===== src/rtl/fir_seq_ctrl_if.sv =====
// fir_seq_ctrl_if: config, command, sample stream and filter-side signals of the FIR sequencer
interface fir_seq_ctrl_if #(
    parameter int WL = 8,
    parameter int AW = 5
);
    logic          cfg_we;
    logic [AW-1:0] cfg_addr;
    logic [WL-1:0] cfg_data;
    logic          load_req;
    logic          run_en;
    logic          s_valid;
    logic [WL-1:0] s_data;
    logic          s_ready;
    logic          fir_x_en;
    logic [WL-1:0] fir_h;
    logic [WL-1:0] fir_x;
    logic [WL-1:0] fir_y;
    logic          m_valid;
    logic [WL-1:0] m_data;
    logic          busy;
    logic          loaded;
    logic          cfg_err;

    modport slave (
        input  cfg_we, cfg_addr, cfg_data, load_req, run_en, s_valid, s_data, fir_y,
        output s_ready, fir_x_en, fir_h, fir_x, m_valid, m_data, busy, loaded, cfg_err
    );

    modport master (
        output cfg_we, cfg_addr, cfg_data, load_req, run_en, s_valid, s_data, fir_y,
        input  s_ready, fir_x_en, fir_h, fir_x, m_valid, m_data, busy, loaded, cfg_err
    );
endinterface


===== src/rtl/fir_seq_ctrl.sv =====
// fir_seq_ctrl: loads a coefficient bank into an FIR filter, streams samples through it and tags outputs
module fir_seq_ctrl #(
    parameter int WL      = 8,
    parameter int L       = 3,
    parameter int AW      = 5,
    parameter int FIR_LAT = 1
) (
    input logic           clk,
    input logic           reset,
    fir_seq_ctrl_if.slave bus
);
    localparam int CW = $clog2(L + 1);

    typedef enum logic [2:0] {IDLE, LOAD, READY, RUN, FLUSH} state_t;

    state_t        state;
    logic [WL-1:0] bank [L];
    logic [CW-1:0] cnt;
    logic [FIR_LAT:0] vpipe;
    logic          wr_ok;
    logic [WL-1:0] h0;

    assign wr_ok    = bus.cfg_we && (bus.cfg_addr < AW'(L));
    // a write to entry 0 on the same edge as load_req must reach the filter first
    assign h0       = (wr_ok && bus.cfg_addr == '0) ? bus.cfg_data : bank[0];
    assign bus.busy = (state == LOAD) || (state == RUN) || (state == FLUSH);

    // sequencer: bank writes, coefficient replay, sample streaming, drain and valid tagging
    always_ff @(posedge clk or posedge reset) begin
        if (reset) begin
            state        <= IDLE;
            cnt          <= '0;
            vpipe        <= '0;
            for (int i = 0; i < L; i++) bank[i] <= '0;
            bus.fir_x_en <= 1'b0;
            bus.fir_h    <= '0;
            bus.fir_x    <= '0;
            bus.s_ready  <= 1'b0;
            bus.m_valid  <= 1'b0;
            bus.m_data   <= '0;
            bus.loaded   <= 1'b0;
            bus.cfg_err  <= 1'b0;
        end else begin
            vpipe       <= {vpipe[FIR_LAT-1:0], 1'b0};
            bus.m_valid <= vpipe[FIR_LAT];
            bus.m_data  <= vpipe[FIR_LAT] ? bus.fir_y : '0;
            bus.fir_x   <= '0;
            case (state)
                IDLE, READY: begin
                    if (wr_ok) bank[bus.cfg_addr] <= bus.cfg_data;
                    if (bus.load_req) begin
                        state        <= LOAD;
                        cnt          <= '0;
                        bus.loaded   <= 1'b0;
                        bus.cfg_err  <= 1'b0;
                        bus.fir_x_en <= 1'b1;
                        bus.fir_h    <= h0;
                    end else if (state == READY && wr_ok) begin
                        state      <= IDLE;
                        bus.loaded <= 1'b0;
                    end else if (state == READY && bus.run_en) begin
                        state       <= RUN;
                        bus.s_ready <= 1'b1;
                    end
                    if (bus.cfg_we && !wr_ok) bus.cfg_err <= 1'b1;
                end
                LOAD: begin
                    if (bus.cfg_we) bus.cfg_err <= 1'b1;
                    if (cnt == CW'(L - 1)) begin
                        state        <= READY;
                        bus.fir_x_en <= 1'b0;
                        bus.fir_h    <= '0;
                        bus.loaded   <= 1'b1;
                    end else begin
                        cnt       <= cnt + CW'(1);
                        bus.fir_h <= bank[cnt + CW'(1)];
                    end
                end
                RUN: begin
                    if (bus.cfg_we) bus.cfg_err <= 1'b1;
                    if (!bus.run_en) begin
                        state       <= FLUSH;
                        bus.s_ready <= 1'b0;
                        cnt         <= '0;
                    end else if (bus.s_valid && bus.s_ready) begin
                        bus.fir_x <= bus.s_data;
                        vpipe[0]  <= 1'b1;
                    end
                end
                FLUSH: begin
                    if (bus.cfg_we) bus.cfg_err <= 1'b1;
                    if (cnt != CW'(L - 1)) cnt <= cnt + CW'(1);
                    if (cnt >= CW'(L - 2) && vpipe == '0) state <= READY;
                end
                default: state <= IDLE;
            endcase
        end
    end
endmodule


===== src/flat_wrapper.sv =====
// flat-port wrapper written by rule: the top's interface ports become plain ports
module fir_seq_ctrl_flat 
#(
    parameter int WL      = 8,
    parameter int L       = 3,
    parameter int AW      = 5,
    parameter int FIR_LAT = 1
)
  (clk, reset, bus_cfg_we, bus_cfg_addr, bus_cfg_data, bus_load_req, bus_run_en, bus_s_valid, bus_s_data, bus_fir_y, bus_s_ready, bus_fir_x_en, bus_fir_h, bus_fir_x, bus_m_valid, bus_m_data, bus_busy, bus_loaded, bus_cfg_err);
  fir_seq_ctrl_if #(.WL(WL), .AW(AW)) bus_i ();
  input logic clk;
  input logic reset;
  input wire logic [$bits(bus_i.cfg_we)-1:0] bus_cfg_we;
  input wire logic [$bits(bus_i.cfg_addr)-1:0] bus_cfg_addr;
  input wire logic [$bits(bus_i.cfg_data)-1:0] bus_cfg_data;
  input wire logic [$bits(bus_i.load_req)-1:0] bus_load_req;
  input wire logic [$bits(bus_i.run_en)-1:0] bus_run_en;
  input wire logic [$bits(bus_i.s_valid)-1:0] bus_s_valid;
  input wire logic [$bits(bus_i.s_data)-1:0] bus_s_data;
  input wire logic [$bits(bus_i.fir_y)-1:0] bus_fir_y;
  output wire logic [$bits(bus_i.s_ready)-1:0] bus_s_ready;
  output wire logic [$bits(bus_i.fir_x_en)-1:0] bus_fir_x_en;
  output wire logic [$bits(bus_i.fir_h)-1:0] bus_fir_h;
  output wire logic [$bits(bus_i.fir_x)-1:0] bus_fir_x;
  output wire logic [$bits(bus_i.m_valid)-1:0] bus_m_valid;
  output wire logic [$bits(bus_i.m_data)-1:0] bus_m_data;
  output wire logic [$bits(bus_i.busy)-1:0] bus_busy;
  output wire logic [$bits(bus_i.loaded)-1:0] bus_loaded;
  output wire logic [$bits(bus_i.cfg_err)-1:0] bus_cfg_err;
  assign bus_i.cfg_we = bus_cfg_we;
  assign bus_i.cfg_addr = bus_cfg_addr;
  assign bus_i.cfg_data = bus_cfg_data;
  assign bus_i.load_req = bus_load_req;
  assign bus_i.run_en = bus_run_en;
  assign bus_i.s_valid = bus_s_valid;
  assign bus_i.s_data = bus_s_data;
  assign bus_i.fir_y = bus_fir_y;
  assign bus_s_ready = bus_i.s_ready;
  assign bus_fir_x_en = bus_i.fir_x_en;
  assign bus_fir_h = bus_i.fir_h;
  assign bus_fir_x = bus_i.fir_x;
  assign bus_m_valid = bus_i.m_valid;
  assign bus_m_data = bus_i.m_data;
  assign bus_busy = bus_i.busy;
  assign bus_loaded = bus_i.loaded;
  assign bus_cfg_err = bus_i.cfg_err;
  fir_seq_ctrl #(.WL(WL), .L(L), .AW(AW), .FIR_LAT(FIR_LAT)) u_core (.clk(clk), .reset(reset), .bus(bus_i));
endmodule

===== config.mk =====
export PLATFORM = sky130hd
export DESIGN_NAME = fir_seq_ctrl_flat
export DESIGN_NICKNAME = d
export VERILOG_FILES = /design/src/rtl/fir_seq_ctrl_if.sv /design/src/rtl/fir_seq_ctrl.sv /design/src/flat_wrapper.sv
export SDC_FILE = /design/constraint.sdc
export NUM_CORES = 1
export LEC_CHECK = 0
export CAP_MARGIN = 15
export CORE_MARGIN = 8
export CORE_UTILIZATION = 49
export CTS_CLUSTER_SIZE = 40
export DETAILED_ROUTE_END_ITERATION = 16
export GPL_TIMING_DRIVEN = 1
export PLACE_DENSITY = 0.76
export SETUP_SLACK_MARGIN = 0.5
export SLEW_MARGIN = 30
export SYNTH_ARGS = -nofsm -noshare
export SYNTH_HDL_FRONTEND = slang
export SYNTH_SLANG_ARGS = --single-unit

===== constraint.sdc =====
create_clock -name clk -period 2.2 [get_ports clk]
set_input_delay 0.55 -clock clk [delete_from_list [all_inputs] [get_ports clk]]
set_output_delay 0.55 -clock clk [all_outputs]
set_load 0.1 [all_outputs]

---- After elaboration in Yosys (flattened, before gate mapping) ----
Cells that the tools add are included.
operators by class
  $add $sub $neg .......................... 1
  order comparisons ....................... 5
  equal/unequal tests ..................... 19
  multiplexer cells ....................... 45
  bitwise gates (word level) .............. 2
  reductions and logical operators ........ 28
operator list
  kind                  number
  $mux W8               10
  $bwmux W24            1
  $mux W3               6
  $ne A2 B2 Y1 const B  9
  $bmux W8 S2           1
  $demux W8 S2          1
  $pmux W8 S2           1
  $mux W1               15
  $pmux W3 S4           1
  $reduce_and A5 Y1     2
  $reduce_and A3 Y1     3
  $logic_and A1 B1 Y1   8
  $mux W2               4
  $pmux W1 S2           4
  $pmux W2 S4           1
  $eq A3 B2 Y1 const B  2
  $ge A6 B3 Y1 const B  1
  $lt A6 B1 Y1 const B  1
  $ne A3 B2 Y1 const B  2
  $not A5 Y6            1
  $reduce_bool A2 Y1    3
  $logic_not A5 Y1      1
  $lt A5 B2 Y1 const B  1
  $ne A2 B1 Y1 const B  2
  17 further kinds      19
storage, ports and cells
  flip-flop bits (word level) ............. 60
  input port bits ......................... 35
  output and inout port bits .............. 30
  word-level logic and storage cells ...... 114

---- Longest topological paths before layout ----
Gate-level depths: netlist of run 1.
  depth in word-level cells ............... 7
  depth in mapped cells ................... 7

---- Worst setup path before layout of run 1 ----
OpenSTA, ideal clock, no wires.
  path kind ............................... reg-to-output
  start ................................... register u_core.state[1]
  end ..................................... output port bus_busy
  arrival time ............................ 1.410 ns
  slack ................................... 0.240 ns
  stages on the path, launching flop included .. 5
  buffers on the path ..................... 1
  cell sequence ........................... dfrtp_1 > clkbuf_1 > nor2_1 > nand2_1 > nand2_1
between the ends
  cells in the longest elaborated chain, start to end .. 3
ends and longest elaborated chain
  element                                       RTL line            RTL
  start, declared                               fir_seq_ctrl.sv:16  state_t state;
  start signal, assigned                        fir_seq_ctrl.sv:31  state <= IDLE;
  start signal, assigned                        fir_seq_ctrl.sv:52  state <= LOAD;
  start signal, assigned                        fir_seq_ctrl.sv:59  state <= IDLE;
  $eq A3 B1 Y1 or $eq A3 B2 Y1 (tied branches)  fir_seq_ctrl.sv:26  assign bus.busy = (state == LOAD) || (state == RUN) || (state == FLUSH);
  $logic_or A1 B1 Y1                            fir_seq_ctrl.sv:26
  $logic_or A1 B1 Y1 *                          fir_seq_ctrl.sv:26
  end, declared                                 flat_wrapper.sv:27  output wire logic [$bits(bus_i.busy)-1:0] bus_busy;
Mark *: on every way between the ends. The rest lies on a longest branch, timed or not.

---- Worst setup path in the final report of run 1 ----
  start ................................... register u_core.state[0]
  end ..................................... output port bus_busy
The elaborated chain is that of the path after synthesis.

==> flow_summary.toml, run 1 <==
[sta]
post-route-min-period_ns = 1.77
setup_ws_ns = 0.434
worst_pin_slew_ns = 0.504
holdWs_ns = 0.374
slew_headroom_pct = 66.4
finalSetupViolCount = 0
rsz0062_at_grt = "true"
finalHoldViolations = 0
drv_slew = 0
tns_ns = 0
period_share_pct = 80.3
fin_skew_ns = 0.0109
fmax_mhz = 566

[floorplanning]
initial_utilization_pct = 49.7
core_area_mm2 = 0.00537
fp-row-count = 27
die-area_mm2 = 0.00806
die_x_um = 89.8
ioPinCount = 65
die-height_um = 89.8

[routing]
num_vias = 2010
wl_met3_um = 222
dr_wl_met2_um = 3330
route.top_layer_used = "met4"
drtPass1Iterations = 4
drtAntennaViolNets = 0
m1WireLength_um = 2730
routed_wirelength_um = 6380
routedWlPerCell_um = 16.6
drtIter0Drc = 129
viasPerCell = 5.23
drc = 0

[placed_design]
io_buffers = 64
post_dp_cell_area_mm2 = 0.00340
place.gp.congestion = 0.760
place_worst_setup_slack_ns = -0.00920
dpl.cell_count = 354
place.detailed.hpwl_um = 4180

[clock_network]
cts_tree = "yes"
hold_buffers = 0
cts-root-buf = "clkbuf_8"
cts.sinks = 60
clk_latency_ns = 0.32
path_clk_slew_ns = 0.06
cts_buffers = 9
htreeDepth = 3
cts_max_path_buffers = 2

[synthesis]
synth_flop_cell = "dfrtp_1"
ys_seq_elements = 60
syn_area_mm2 = 0.00267
synth_compound_area_share_pct = 8.81
syn-num-nets = 252
muxShareOfSynthArea_pct = 17.1
async_flop_share_pct = 100
yosys.area_share.simple_pct = 14.5
synth_xor_area_share_pct = 0
synth_top_family_by_area = "multiplexers"
seq_area_frac_synth_pct = 56.3
synth_cell_type_count = 40
yosysWarningCount = 0
synthCells = 215
synth_fa_ha_area_share_pct = 0.938
syn_avg_cell_area_um2 = 12.4
synth-edff-count = 0

[cells_and_area]
multi_input_comb_area_mm2 = 0.00118
finalNetCount = 345
fillers = 395
syn2layout_area_growth_pct = 40.2
fin_cells = 384
regArea_mm2 = 0.00151
fin_area_mm2 = 0.00374
diodes = 0
final_util_pct = 69.6
drive_gt1_share_pct = 37.8

[hold_path]
holdCritPathClass = "flop to flop"

[setup_path]
required_ns = 1.65
cp.arrival_ns = 1.22
cp-start-kind = "flop"
cp_max_fo = 3
endpoint_kind = "output pin"
critical_path_class = "flop to output pin"

[power_and_ir_drop]
power_density_mw_per_mm2 = 1160
p_total_mw = 4.34
p_leak_nw = 1.86
peakVddDrop_uv = 532

[run_status]
status = "finished, final reports clean"

[grt]
overflow = 0
grt_pass1_vias = 2038
antenna_found_initial = 0
grt_usage_pct = 15.7
grt_max_degree = 61
grt_pass1_wl_um = 10200

[flow_run]
maxCapViolCount = 0
-- layout make-up --
type,count,share of cell area (%)
multi-input combinational,144,31.4
clock inverter,3,0.401
clock buffer,12,3.61
timing repair buffer,89,21.3
tap,72,2.41
sequential,60,40.3
inverter,4,0.535
-- cells in the final DEF, fill, tap and decap left out, drive strengths merged --
cell	count
and2	16
ha	2
clkinvlp	1
o221ai	8
or2	1
inv	2
nor2b	2
dlygate4sd2	2
nand2	16
o21ai	1
a21o	2
nand4	1
mux2i	17
nor3	3
a311o	1
and3	1
o22ai	2
o22a	2
mux2	25
dlymetal6s2s	1
a32o	1
nand3	2
a311oi	1
nor2	17
buf	55
clkbuf	12
or3	1
a31oi	3
clkinv	4
nand2b	4
o21bai	1
a21oi	12
clkdlybuf4s50	31
nand3b	2
dfrtp	60
-- worst max-delay path, cell delays in order (launching register included) --
cell,delay (ns)
dfrtp_2,0.44
nor2_4,0.12
nand2_2,0.08
nand2_4,0.08
buf_12,0.16
-- repair_timing --
action	CTS	global route
endpoints found under the setup margin	35	38
pin swaps	4	5
setup buffers	14	1
gates resized for setup	16	8
-- path summary, 6_finish.rpt --
kind,start,to,slack [ns],cells after the start
worst min register to register,u_core.vpipe[0],u_core.vpipe[1],0.37,0
worst max-delay path,u_core.state[0],bus_busy,0.43,4
max in group asynchronous,reset,u_core.state[1],1.27,3
worst min-delay path,u_core.vpipe[0],u_core.vpipe[1],0.37,0
worst max register to register,u_core.state[0],u_core.state[2],0.54,10
min in group asynchronous,reset,u_core.bank[22],0.65,3
-- synth_stat cells (all sizes together), types with 3 or more instances --
library cell | number | area, um^2
nor2 | 17 | 71.3
buf | 6 | 45.0
nor3 | 3 | 31.3
inv | 3 | 11.3
nand2 | 16 | 60.1
mux2i | 17 | 170
nand2b | 4 | 32.5
and2 | 16 | 100
o221ai | 8 | 70.1
a21oi | 12 | 60.1
dfrtp | 60 | 1500
mux2 | 25 | 285
a31oi | 3 | 18.8
-- kinds of logic (layout without fill, tap and decap cells) --
| kind of cell | Yosys count | after routing |
|---|---|---|
| AOI/OAI and AO/OA | 34 | 34 |
| adders and majority gates | 2 | 2 |
| buffers and inverters | 11 | 108 |
| DFF | 60 | 60 |
| muxes | 42 | 42 |
| and+or+nand+nor | 66 | 66 |
-- routing by layer --
metal	vias up	global-route usage (%)
li1	954	-
met1	1017	18.8
met2	34	25.7
met3	5	3.82
met4	0	7.76
met5	-	0
-- registers in the layout, summed over array words and instances (netlist names) --
name                 count
u_core.bank             24
u_core.state             3
u_core.vpipe             2
u_core.bus.m_data        8
u_core.cnt               2
u_core.bus.m_valid       1
u_core.bus.loaded        1
u_core.bus.fir_x         8
u_core.bus.cfg_err       1
u_core.bus.fir_x_en      1
u_core.bus.s_ready       1
u_core.bus.fir_h         8
-- power by group --
group / internal [mW] / total, mW / switching (mW)
Clock: 0.398 / 0.791 / 0.393
Sequential: 1.33 / 1.48 / 0.156
Combinational: 0.802 / 2.07 / 1.27
No activity file was read; power rests on OpenSTA's default activity.
==> inputs of run 2 (changes only) <==
CORE_UTILIZATION = 44   (was 49)
PLACE_DENSITY = 0.72   (was 0.76)
clock period = 1.5 ns   (was 2.2 ns; I/O delays follow)
==> run 2 against run 1 <==
  * The flow now finishes with violations (negative setup slack)
  * Worst hold slack improved by 0.044 ns
  * Sequential power increased by 54%
  * Global-route usage increased by 0.35 points
==> flow_summary.toml, run 2 (synthesized netlist as in run 1, its figures left out) <==
[run_status]
status = "complete, but fails checks"
violations = "negative setup slack"

[power_and_ir_drop]
peakVddDrop_uv = 1040
p_leak_nw = 2.04
power_density_mw_per_mm2 = 1710

[routing]
drtIter0Drc = 101
drc = 0
routedWlPerCell_um = 16.8
routed_wirelength_um = 6820
viasPerCell = 5.12
num_vias = 2075
drtAntennaViolNets = 0
drtPass1Iterations = 4

[setup_path]
endpoint_kind = "output pin"
critical_path_class = "flop to output pin"
cp_max_fo = 4
cp.arrival_ns = 1.32
required_ns = 1.12
cp-start-kind = "flop"

[sta]
finalSetupViolCount = 30
slew_headroom_pct = 74.1
post-route-min-period_ns = 1.70
tns_ns = -1.22
fin_skew_ns = 0.0104
holdWs_ns = 0.418
finalHoldViolations = 0
fmax_mhz = 590
setup_ws_ns = -0.195
drv_slew = 0
rsz0062_at_grt = "true"
period_share_pct = 113
worst_pin_slew_ns = 0.388

[floorplanning]
ioPinCount = 65
die-area_mm2 = 0.00881
die-height_um = 93.9
core_area_mm2 = 0.00589
fp-row-count = 28
die_x_um = 93.9
initial_utilization_pct = 45.3

[cells_and_area]
regMostFlops = "u_core.bank"
finalNetCount = 362
final_cell_mix = "32 x buf_12, 31 x clkdlybuf4s50_1, 29 x buf_4, 29 x dfrtp_4, 28 x dfrtp_1"
syn2layout_area_growth_pct = 68.2
diodes = 0
largest_register_ffs = 24
drive_gt1_share_pct = 51.2
layout_commonest_cell = "buf_12"

[clock_network]
path_clk_slew_ns = 0.07
htreeDepth = 3
cts_tree = "yes"
cts-root-buf = "clkbuf_8"
cts.sinks = 60
hold_buffers = 0
cts_max_path_buffers = 2
clk_latency_ns = 0.33
cts_buffers = 9

[grt]
grt_max_degree = 61
overflow = 0
antenna_found_initial = 0
grt_pass1_vias = 2125
grt_usage_pct = 16.1
grt_pass1_wl_um = 10900

[placed_design]
place.gp.congestion = 0.821
place_worst_setup_slack_ns = -0.467
io_buffers = 64
place.detailed.hpwl_um = 4630

[flow_run]
maxCapViolCount = 0

[hold_path]
holdCritPathClass = "flop to flop"
-- run 2: cell count changes in the layout (fill, tap and decap cells not counted), sizes merged, moves of 2 or more --
cell | before | now
buf | 55 | 72
clkinv | 4 | 2
bufinv | 0 | 2
clkinvlp | 1 | 3
-- run 2: repair_timing --
action                     4_1_cts  5_1_grt
pin swaps                        8        4
gates cloned                     1        0
setup endpoints to repair       80       80
resized for setup               22        6
buffers inserted                 9        4
-- run 2: cell type report --
class | instances | area (um^2)
Timing Repair Buffer | 106 | 1310
Tap cell | 75 | 93.8
Inverter | 4 | 23.8
Clock buffer | 11 | 151
Multi-Input combinational cell | 144 | 1210
Fill cell | 356 | 1400
Sequential cell | 60 | 1610
Clock inverter | 5 | 83.8
-- run 2: worst paths after layout --
check,end,slack (ns),from,depth (start not counted)
max,bus_busy,-0.20,u_core.state[0],5
min,u_core.vpipe[1],0.42,u_core.vpipe[0],0
max reg2reg,u_core.bus.s_ready,-0.10,u_core.state[0],7
min reg2reg,u_core.vpipe[1],0.42,u_core.vpipe[0],0
max in group asynchronous,u_core.bus.fir_h[5],0.75,reset,3
min in group asynchronous,u_core.bus.fir_x[5],0.47,reset,3
-- run 2: worst max-delay path, cell delays in order (launching register included) --
cell and delay [ns]:
dfrtp_2 0.45, buf_6 0.14, nor2_4 0.09, nand2_2 0.07, nand2_2 0.08, buf_12 0.17
-- run 2: per-layer routing --
| layer | vias up | part of all wire [%] | track usage [%] |
|---|---|---|---|
| li1 | 990 | - | - |
| met1 | 1004 | 41 | 19.5 |
| met2 | 69 | 51 | 26.0 |
| met3 | 12 | 5.8 | 3.36 |
| met4 | 0 | 2.0 | 8.98 |
| met5 | - | 0 | 0 |
-- run 2: through the flow --
stage / std cells / cell area (um^2) / utilization, % / total power, mW
final: 405 / 4490 / 76.3 / 7.66
after global routing: 405 / 4490 / 76.3 / 8.00
after CTS: 401 / 4430 / 75.3 / 7.57
after detailed placement: 375 / 4060 / 69.0 / 5.60
after global placement: 375 / 4060 / 69.0 / 5.53
after floorplan: 215 / 2860 / - / 4.43
-- run 2: power by group --
part / internal, mW / switching (mW) / total, mW / leakage (nW)
logic: 1.74 / 1.98 / 3.72 / 1.17
clock network: 1.03 / 0.638 / 1.67 / 0.112
registers: 2.00 / 0.277 / 2.28 / 0.750
==> inputs of run 3 (changes only) <==
CAP_MARGIN = 5   (was 15)
CORE_UTILIZATION = 53   (was 44)
PLACE_DENSITY = 0.82   (was 0.72)
clock period = 2 ns   (was 1.5 ns; I/O delays follow)
==> run 3 against run 2 <==
  * Design area fell by 8.2%
  * Cell count fell by 4.0%
  * Critical endpoint unchanged
  * Critical path type unchanged
  * Clock skew barely moved
  * The run now ends clean
  * Worst hold slack got worse by 0.023 ns
  * Power fell by 23%
==> flow_summary.toml, run 3 (synthesized netlist as in run 1, its figures left out) <==
[power_and_ir_drop]
p_leak_nw = 2.02
power_density_mw_per_mm2 = 1430
peakVddDrop_uv = 814

[cells_and_area]
largest_register_ffs = 24
layout_commonest_cell = "dfrtp_1"
final_util_pct = 82.8
multi_input_comb_area_mm2 = 0.00122
diodes = 0
fillers = 254
final_cell_mix = "55 x dfrtp_1, 38 x buf_4, 28 x clkdlybuf4s50_1, 23 x mux2_2"
syn2layout_area_growth_pct = 54.3
drive_gt1_share_pct = 41.7
regMostFlops = "u_core.bank"
fin_cells = 389
finalNetCount = 351
regArea_mm2 = 0.00151

[floorplanning]
initial_utilization_pct = 53.6
die-height_um = 87.0
ioPinCount = 65
die_x_um = 87.0
die-area_mm2 = 0.00756
core_area_mm2 = 0.00498
fp-row-count = 26

[clock_network]
cts-root-buf = "clkbuf_8"
htreeDepth = 3
cts_max_path_buffers = 2
cts_tree = "yes"
cts_buffers = 9
clk_latency_ns = 0.35
path_clk_slew_ns = 0.07
cts.sinks = 60

[placed_design]
io_buffers = 64
place.gp.congestion = 0.781
place.detailed.hpwl_um = 4350
dpl.cell_count = 353

[sta]
slew_headroom_pct = 70.8
worst_pin_slew_ns = 0.438
drv_slew = 0
period_share_pct = 88.3
fin_skew_ns = 0.0108
rsz0062_at_grt = "true"
finalHoldViolations = 0
fmax_mhz = 566
finalSetupViolCount = 0
post-route-min-period_ns = 1.77

[flow_run]
maxCapViolCount = 0

[grt]
overflow = 0
grt_usage_pct = 19.2
grt_max_degree = 35
antenna_found_initial = 0
grt_pass1_vias = 2199
grt_pass1_wl_um = 11000

[setup_path]
required_ns = 1.50
reg2reg_from = "u_core.state[0]"
cp_max_fo = 3
crit_start = "u_core.state[0]"
cp.arrival_ns = 1.27
critical_path_class = "flop to output pin"
reg2reg_to = "u_core.cnt[0]"
r2r_slack_ns = 0.28
r2r_cells = 6
cp-endpoint = "bus_busy"
endpoint_kind = "output pin"
cp-start-kind = "flop"

[routing]
viasPerCell = 5.42
routed_wirelength_um = 7140
drtPass1Iterations = 4
drc = 0
drtIter0Drc = 70
routedWlPerCell_um = 18.3
drtAntennaViolNets = 0
num_vias = 2110

[run_status]
status = "finished, final reports clean"

[hold_path]
hp-start = "u_core.vpipe[0]"
holdCritPathClass = "flop to flop"
[run 3: cell types whose count changed in the layout (fill, tap and decap cells not counted), sizes merged]
cell / change
bufinv: +1
buf: -11
clkbuf: +1
clkinvlp: -2
dlymetal6s2s: +3
clkdlybuf4s50: -3
[run 3: where the power goes]
part / internal, mW / switching [mW]
logic: 1.29 / 1.55
clock network: 0.894 / 0.465
registers: 1.46 / 0.223
total: 3.65 / 2.24
[run 3: cell type report]
class | count | area share (%)
flip-flops and latches | 60 | 36.6
multi-input cells | 144 | 29.6
repair buffers | 95 | 25.1
clock buffers | 12 | 3.77
clock inverters | 4 | 2.31
well taps | 70 | 2.13
inverters | 4 | 0.577
[run 3: how the worst min path moves through the flow]
| stage | end | slack [ns] | depth (start not counted) |
|---|---|---|---|
| finish | u_core.vpipe[1] | 0.39 | 0 |
| global route | u_core.vpipe[1] | 0.43 | 0 |
| CTS | u_core.vpipe[1] | 0.40 | 0 |
| detailed placement | u_core.vpipe[1] | 0.37 | 0 |
| global placement | u_core.vpipe[1] | 0.37 | 0 |
| floorplan | u_core.vpipe[1] | 0.35 | 0 |
[run 3: worst max-delay path, cell delays in order (launching register included)]
cell and delay (ns):
dfrtp_2 0.47, nor2_4 0.14, nand2_4 0.09, nand2_8 0.06
buf_12 0.17
[run 3: per-stage QoR]
step / total power, mW / hold WS (ns) / setup WS [ns] / instance area (um^2) / setup TNS, ns
global route: 6.12 / 0.430 / 0.210 / 4120 / 0
CTS: 5.68 / 0.402 / 0.247 / 4050 / 0
detailed placement: 3.92 / 0.370 / -0.118 / 3590 / -2.36
finish: 5.89 / 0.394 / 0.233 / 4120 / 0
floorplan: 3.25 / 0.355 / 0.418 / 2730 / 0
global placement: 3.86 / 0.365 / -0.0740 / 3590 / -1.25
[run 3: timing repair]
action | CTS | global route
hold buffers | 0 | 0
buffers inserted | 17 | 3
pin swaps | 8 | 12
setup endpoints to repair | 38 | 48
gates resized for setup | 22 | 15
cloned | 0 | 0
[run 3: metal layers]
layer / vias to the layer above / global-route usage, % / routed length [um]
met4: 0 / 11.0 / 178
met5: - / 0 / 0
met3: 15 / 3.49 / 350
met2: 70 / 31.9 / 3780
met1: 1061 / 22.8 / 2830
li1: 964 / - / -
